<file path="config.mk">
export PLATFORM = sky130hd
export DESIGN_NAME = sram_ctrl
export DESIGN_NICKNAME = d
export VERILOG_FILES = /design/src/rtl/sram_ctrl_pkg.sv /design/src/rtl/sram_byte_lanes.sv /design/src/rtl/sram_ctrl.sv
export SDC_FILE = /design/constraint.sdc
export NUM_CORES = 1
export LEC_CHECK = 0
export CAP_MARGIN = 15
export CORE_AREA = 5 5 77 149
export CTS_CLUSTER_SIZE = 16
export DETAILED_ROUTE_END_ITERATION = 12
export DIE_AREA = 0 0 82 154
export GPL_TIMING_DRIVEN = 0
export PLACE_DENSITY = 0.7
export SYNTH_ARGS = -nofsm -noshare
export SYNTH_HDL_FRONTEND = slang
export SYNTH_SLANG_ARGS = --single-unit
</file>
<file path="constraint.sdc">
create_clock -name clk -period 2.7 [get_ports clk]
set_clock_uncertainty 0.1 [all_clocks]
set_input_delay 0.54 -clock clk [delete_from_list [all_inputs] [get_ports clk]]
set_output_delay 0.54 -clock clk [all_outputs]
set_load 0.01 [all_outputs]
</file>
<file path="src/rtl/sram_ctrl_pkg.sv">
// sram_ctrl_pkg: shared FSM state encoding and elaboration-time helpers for the SRAM controller.
package sram_ctrl_pkg;
  typedef enum logic [2:0] {S_IDLE, S_RD, S_WS, S_WP, S_WH, S_TURN} state_t;
  function automatic int clog2(input int v);
    int r;
    r = 0;
    while ((1 << r) < v) r++;
    return r;
  endfunction
  function automatic int max3(input int a, input int b, input int c);
    int m;
    m = (a > b) ? a : b;
    return (m > c) ? m : c;
  endfunction
endpackage

</file>
<file path="src/rtl/sram_byte_lanes.sv">
// sram_byte_lanes: lane enables, write-data replication and read-data alignment for a 16-bit SRAM.
module sram_byte_lanes (
  input  logic        i_byte_op,
  input  logic        i_a0,
  input  logic [15:0] i_data,
  input  logic [15:0] i_dq,
  output logic        o_ub_n,
  output logic        o_lb_n,
  output logic [15:0] o_wdata,
  output logic [15:0] o_rdata
);
  always_comb begin
    o_ub_n  = i_byte_op & ~i_a0;
    o_lb_n  = i_byte_op & i_a0;
    o_wdata = i_byte_op ? {2{i_data[7:0]}} : i_data;
    o_rdata = !i_byte_op ? i_dq : {8'h00, i_a0 ? i_dq[15:8] : i_dq[7:0]};
  end
endmodule

</file>
<file path="src/rtl/sram_ctrl.sv">
// sram_ctrl: multi-bank asynchronous SRAM controller with wait states, registered strobes and turnaround.
module sram_ctrl
  import sram_ctrl_pkg::*;
#(
  parameter int RAM_A_W = 18,
  parameter int NBANKS  = 2,
  parameter int ADDR_W  = 22,
  parameter int WAIT_RD = 2,
  parameter int WAIT_WR = 2,
  parameter int TURN    = 1
) (
  input  logic                 clk,
  input  logic                 reset_n,
  input  logic [ADDR_W-1:0]    addr,
  input  logic [15:0]          data_in,
  output logic [15:0]          data_out,
  input  logic                 rd,
  input  logic                 wr,
  input  logic                 byte_op,
  output logic                 ack,
  output logic                 err,
  output logic [RAM_A_W-1:0]   ram_a,
  output logic                 ram_oe_n,
  output logic                 ram_we_n,
  output logic [NBANKS-1:0]    ram_ce_n,
  output logic [NBANKS-1:0]    ram_ub_n,
  output logic [NBANKS-1:0]    ram_lb_n,
  output logic [16*NBANKS-1:0] ram_dq_o,
  output logic [NBANKS-1:0]    ram_dq_oe,
  input  logic [16*NBANKS-1:0] ram_dq_i
);
  localparam int BANK_W = clog2(NBANKS);
  localparam int BW = (BANK_W > 0) ? BANK_W : 1;
  localparam int CW = clog2(max3(WAIT_RD, WAIT_WR, TURN) + 1);
  localparam logic [CW-1:0] C_RD = CW'(WAIT_RD - 1);
  localparam logic [CW-1:0] C_WR = CW'(WAIT_WR - 1);
  localparam logic [CW-1:0] C_TURN = CW'(TURN);
  localparam logic [CW-1:0] C_TURN1 = CW'((TURN > 0) ? TURN - 1 : 0);
  localparam logic [63:0] LIMIT = 64'(NBANKS) << (RAM_A_W + 1);

  state_t                r_state;
  logic [CW-1:0]         r_cnt;
  logic [BW-1:0]         r_bank;
  logic                  r_byte;
  logic                  r_a0;
  logic [15:0]           r_data_out;
  logic                  r_ack;
  logic                  r_err;
  logic [RAM_A_W-1:0]    r_a;
  logic                  r_oe_n;
  logic                  r_we_n;
  logic [NBANKS-1:0]     r_ce_n;
  logic [NBANKS-1:0]     r_ub_n;
  logic [NBANKS-1:0]     r_lb_n;
  logic [16*NBANKS-1:0]  r_dq_o;
  logic [NBANKS-1:0]     r_dq_oe;

  logic [BW-1:0]         w_bank;
  logic [NBANKS-1:0]     w_sel;
  logic [16*NBANKS-1:0]  w_dq_mask;
  logic                  w_idle;
  logic                  w_range_err;
  logic                  w_ub_n;
  logic                  w_lb_n;
  logic [15:0]           w_wdata;
  logic [15:0]           w_rdata;
  logic [15:0]           w_dq_sel;

  generate
    if (BANK_W > 0) begin : g_bank
      assign w_bank = addr[RAM_A_W+1 +: BW];
    end else begin : g_nobank
      assign w_bank = '0;
    end
    for (genvar i = 0; i < NBANKS; i++) begin : g_mask
      assign w_dq_mask[16*i +: 16] = {16{w_sel[i]}};
    end
  endgenerate

  assign w_sel       = NBANKS'(1) << w_bank;
  assign w_idle      = r_state == S_IDLE;
  assign w_range_err = 64'(addr) >= LIMIT;
  assign w_dq_sel    = ram_dq_i[{r_bank, 4'b0000} +: 16];

  // Live request fields steer the lanes while idle; latched fields align read data later.
  sram_byte_lanes u_lanes (
    .i_byte_op (w_idle ? byte_op : r_byte),
    .i_a0      (w_idle ? addr[0] : r_a0),
    .i_data    (data_in),
    .i_dq      (w_dq_sel),
    .o_ub_n    (w_ub_n),
    .o_lb_n    (w_lb_n),
    .o_wdata   (w_wdata),
    .o_rdata   (w_rdata)
  );

  always_ff @(posedge clk or negedge reset_n) begin
    if (!reset_n) begin
      r_state    <= S_IDLE;
      r_cnt      <= '0;
      r_bank     <= '0;
      r_byte     <= 1'b0;
      r_a0       <= 1'b0;
      r_data_out <= '0;
      r_ack      <= 1'b0;
      r_err      <= 1'b0;
      r_a        <= '0;
      r_oe_n     <= 1'b1;
      r_we_n     <= 1'b1;
      r_ce_n     <= '1;
      r_ub_n     <= '1;
      r_lb_n     <= '1;
      r_dq_o     <= '0;
      r_dq_oe    <= '0;
    end else begin
      r_ack <= 1'b0;
      r_err <= 1'b0;
      case (r_state)
        S_IDLE: begin
          if ((rd && wr) || ((rd || wr) && w_range_err)) begin
            r_err   <= 1'b1;
            r_state <= S_TURN;
            r_cnt   <= C_TURN;
          end else if (rd || wr) begin
            r_a    <= addr[RAM_A_W:1];
            r_bank <= w_bank;
            r_byte <= byte_op;
            r_a0   <= addr[0];
            r_ce_n <= ~w_sel;
            r_ub_n <= {NBANKS{w_ub_n}} | ~w_sel;
            r_lb_n <= {NBANKS{w_lb_n}} | ~w_sel;
            if (rd) begin
              r_oe_n  <= 1'b0;
              r_state <= S_RD;
              r_cnt   <= C_RD;
            end else begin
              r_dq_o  <= {NBANKS{w_wdata}} & w_dq_mask;
              r_dq_oe <= w_sel;
              r_state <= S_WS;
            end
          end
        end
        S_RD: begin
          if (r_cnt == '0) begin
            r_data_out <= w_rdata;
            r_ack      <= 1'b1;
            r_oe_n     <= 1'b1;
            r_ce_n     <= '1;
            r_ub_n     <= '1;
            r_lb_n     <= '1;
            r_state    <= S_TURN;
            r_cnt      <= C_TURN;
          end else begin
            r_cnt <= r_cnt - 1'b1;
          end
        end
        S_WS: begin
          r_we_n  <= 1'b0;
          r_state <= S_WP;
          r_cnt   <= C_WR;
        end
        S_WP: begin
          if (r_cnt == '0) begin
            r_we_n  <= 1'b1;
            r_ack   <= 1'b1;
            r_state <= S_WH;
          end else begin
            r_cnt <= r_cnt - 1'b1;
          end
        end
        S_WH: begin
          r_ce_n  <= '1;
          r_ub_n  <= '1;
          r_lb_n  <= '1;
          r_dq_o  <= '0;
          r_dq_oe <= '0;
          r_state <= (TURN == 0) ? S_IDLE : S_TURN;
          r_cnt   <= C_TURN1;
        end
        S_TURN: begin
          r_state <= (r_cnt == '0) ? S_IDLE : S_TURN;
          r_cnt   <= (r_cnt == '0) ? r_cnt : r_cnt - 1'b1;
        end
        default: r_state <= S_IDLE;
      endcase
    end
  end

  assign data_out  = r_data_out;
  assign ack       = r_ack;
  assign err       = r_err;
  assign ram_a     = r_a;
  assign ram_oe_n  = r_oe_n;
  assign ram_we_n  = r_we_n;
  assign ram_ce_n  = r_ce_n;
  assign ram_ub_n  = r_ub_n;
  assign ram_lb_n  = r_lb_n;
  assign ram_dq_o  = r_dq_o;
  assign ram_dq_oe = r_dq_oe;
endmodule

</file>
==> flow_metrics.env <==
export IMPL_clk_latency_ps=320
export IMPL_timing_setup_tns_ps=0
export IMPL_diodes=0
export IMPL_crit_buf_inv=2
export IMPL_portBuffers=152
export IMPL_drive_gt1_share_pct=13.4
export IMPL_power_mw=5.44
export IMPL_status="completed"
export IMPL_wl_per_cell_um=17.9
export IMPL_clk_path_buf_depth=2
export IMPL_crit_path_cell_trace="buf_6 > nor3_4 > mux2i_2 > buf_2 > nor3_1 > a221o_1"
export IMPL_async_flop_share_pct=100
export IMPL_h_tree_depth=3
export IMPL_viasPerCell=4.99
export IMPL_synth_top_area_share_pct=52.3
export IMPL_finalCriticalPeriod_ps=2500
export IMPL_synth_cell_types=42
export IMPL_dieArea_um2=12600
export IMPL_cp_end_kind="register"
export IMPL_antenna_found_initial=0
export IMPL_grt_pass1_wl_mm=17.2
export IMPL_synth_edff_count=0
export IMPL_clockPowerShare_pct=23.5
export IMPL_rsz0062_at_grt="no"
export IMPL_start_util_pct=36.7
export IMPL_io_pins=153
export IMPL_cts_root_buf="clkbuf_16"
export IMPL_yosysSeqAreaShare_pct=58.0
export IMPL_cts_inserted_buffers=9
export IMPL_hold_viol_final=0
export IMPL_grt_pass1_vias=3357
export IMPL_ant_nets=0
export IMPL_worstPathRequired_ps=2810
export IMPL_gp_congestion=0.843
export IMPL_setup_viol=0
export IMPL_multi_input_area_um2=1450
export IMPL_grt_remaining_overflow=0
export IMPL_ys_seq_elements=86
export IMPL_die_w_um=82
export IMPL_core_um2=10100
export IMPL_cp_endpoint="data_out[1]"
export IMPL_powerDensity_nw_per_um2=944
export IMPL_placed_cell_area_um2=5440
export IMPL_num_fill_cells=927
export IMPL_synth_area_leaders="dfrtp_1 52%, mux2i_1 7.0%, mux2_2 6.0%"
export IMPL_grtUsageTotal_pct=17.9
export IMPL_syn_to_final_growth_pct=54.6
export IMPL_drt_wl_total_mm=11.0
export IMPL_worstReg2RegStart="r_state[2]"
export IMPL_cts_sinks=86
export IMPL_syn_nets=387
export IMPL_internal_power_mw=3.74
export IMPL_p_sw_mw=1.70
export IMPL_cp_startpoint="r_state[2]"
export IMPL_r2r_slack_ps=200
export IMPL_postCtsSetupBuffers=0
export IMPL_drt_iter0_markers=104
export IMPL_grt_max_degree=64
export IMPL_seq_power_share_pct=35.3
export IMPL_leakage_nw=2.59
export IMPL_cts_resized=0
export IMPL_synth_area_um2=3730
export IMPL_maxSlewViolCount=0
export IMPL_irDropWorstVdd_mv=0.528
export IMPL_cp_top_family="multiplexers"
export IMPL_path_class="register to register"
export IMPL_critPathLaunchType="register"
export IMPL_rr_worst_depth=6
export IMPL_ys_flop_type="dfrtp_1"
export IMPL_critPathMaxStageDelay_ps=640
export IMPL_r2r_end="data_out[1]"
export IMPL_nets=551
export IMPL_dp_final_hpwl_mm=8.77
export IMPL_fmax_mhz=400
export IMPL_drc=0
export IMPL_syn_inst=310
export IMPL_slowest_stage="mux2i_2"
export IMPL_worstMarginPinSlew_ps=678
export IMPL_final_period_utilization_pct=92.7
export IMPL_firstDrtPassIters=4
export IMPL_hold_buffers=0
export IMPL_clk_pin_slew_ps=60
export IMPL_seqCellArea_um2=2160
export IMPL_finish_instance_area_um2=5760
export IMPL_placementRows=52
export IMPL_path_max_fanout=10
export IMPL_postSynthAreaPerCell_um2=12.0
export IMPL_p_sw_share_pct=31.3
export IMPL_vias=3061
export IMPL_max_slew_margin_pct=53.9
export IMPL_cp_num_cells=6
export IMPL_tritoncts="built"
export IMPL_min_path_type="primary input to asynchronous set/reset pin"
export IMPL_arrival_ps=2610
export IMPL_yosysWarnings=0
export IMPL_share_comb_of_total_power_pct=41.2
export IMPL_maxCapViolations=0
export IMPL_yosysTopAreaCell="dfrtp_1"
export IMPL_chipHeight_um=154
-- logic make-up after synthesis --
logic type	synth area share [%]
simple gates	9.83
mux	13.8
fa+ha+maj	0.940
flops	58.0
xor+xnor	0.470
compound gates	13.9
buf+inv	3.09
-- worst register-to-register path: stages, from the launching register on --
cell and delay [ps]:
dfrtp_1 380, buf_6 140, nor3_4 410, mux2i_2 640, buf_2 360, nor3_1 90, a221o_1 280
-- layout by cell type (no fill, tap or decap), types with 2 or more instances in the layout --
| cell type | n |
|---|---|
| nor3_1 | 10 |
| nor2_1 | 14 |
| ha_1 | 2 |
| dfstp_2 | 8 |
| inv_1 | 5 |
| a21oi_1 | 7 |
| mux2i_2 | 2 |
| clkbuf_16 | 9 |
| a22o_1 | 24 |
| nor2b_1 | 4 |
| a221o_1 | 8 |
| clkbuf_1 | 9 |
| buf_2 | 8 |
| buf_6 | 2 |
| nand2_1 | 33 |
| o21ai_0 | 21 |
| nand2b_1 | 2 |
| dfrtp_1 | 78 |
| mux2i_1 | 26 |
| clkinvlp_4 | 2 |
| a21o_1 | 2 |
| clkdlybuf4s50_1 | 151 |
| clkbuf_8 | 3 |
| or2_2 | 2 |
| nand3_1 | 3 |
| mux2_2 | 20 |
-- stage by stage --
step,worst slack (ps),hold slack (ps),util (%),cells
2_1_floorplan,686,144,-,310
3_3_place_gp,-2090,346,53.4,597
3_5_place_dp,-114,361,53.6,598
4_1_cts,212,11.8,56.8,614
5_1_grt,83.1,15.0,56.8,614
6_report,197,12.7,56.8,614
-- synth_stat cells (all sizes together), types with 2 or more instances --
library cell	n
dfrtp	78
nand2	33
mux2i	28
a22o	24
o21ai	22
mux2	20
nor2	14
nor3	11
buf	10
clkbuf	9
a221o	8
dfstp	8
a21oi	7
inv	5
nor2b	4
nand3	3
a21o	2
ha	2
nand2b	2
or2	2
-- flip-flops by register name, summed over array words and instances, names as in the netlist, 2 cells and up --
name / count
ram_ub_n: 2
r_state: 3
ram_dq_oe: 2
data_out: 16
ram_ce_n: 2
ram_lb_n: 2
r_cnt: 2
ram_dq_o: 32
ram_a: 18
-- area by class of cell --
cell class,instances,share of cell area [%]
Sequential cell,86,37.5
Tap cell,135,2.93
Multi-Input combinational cell,200,25.2
Inverter,5,0.326
Timing Repair Buffer,153,26.8
Buffer,19,1.67
Clock inverter,4,0.933
Clock buffer,12,4.62
-- power by group through the flow --
stage               clock network (mW)  registers, mW  logic, mW
floorplan                            0           2.08       1.00
global placement                     0           1.93       2.22
detailed placement                   0           1.95       2.27
CTS                               1.32           1.92       2.28
global route                      1.38           1.97       2.44
finish                            1.28           1.92       2.24
-- worst min-delay path by stage --
stage / startpoint / endpoint / slack (ps) / cells past startpoint
after floorplan: reset_n / ack / 140 / 0
after detailed placement: ram_oe_n / ram_oe_n / 360 / 2
after CTS: reset_n / err / 10 / 1
after global routing: reset_n / err / 10 / 1
final: reset_n / err / 10 / 1
after global placement: ram_oe_n / ram_oe_n / 350 / 2
-- per-layer routing --
layer / GRT usage, % / routed length, um / vias up
li1: - / - / 1442
met1: 17.7 / 3760 / 1482
met2: 33.1 / 6180 / 115
met3: 3.81 / 701 / 22
met4: 9.11 / 369 / 0
met5: 0 / 0 / -
Note: power is estimated with default switching activity, not from simulation.
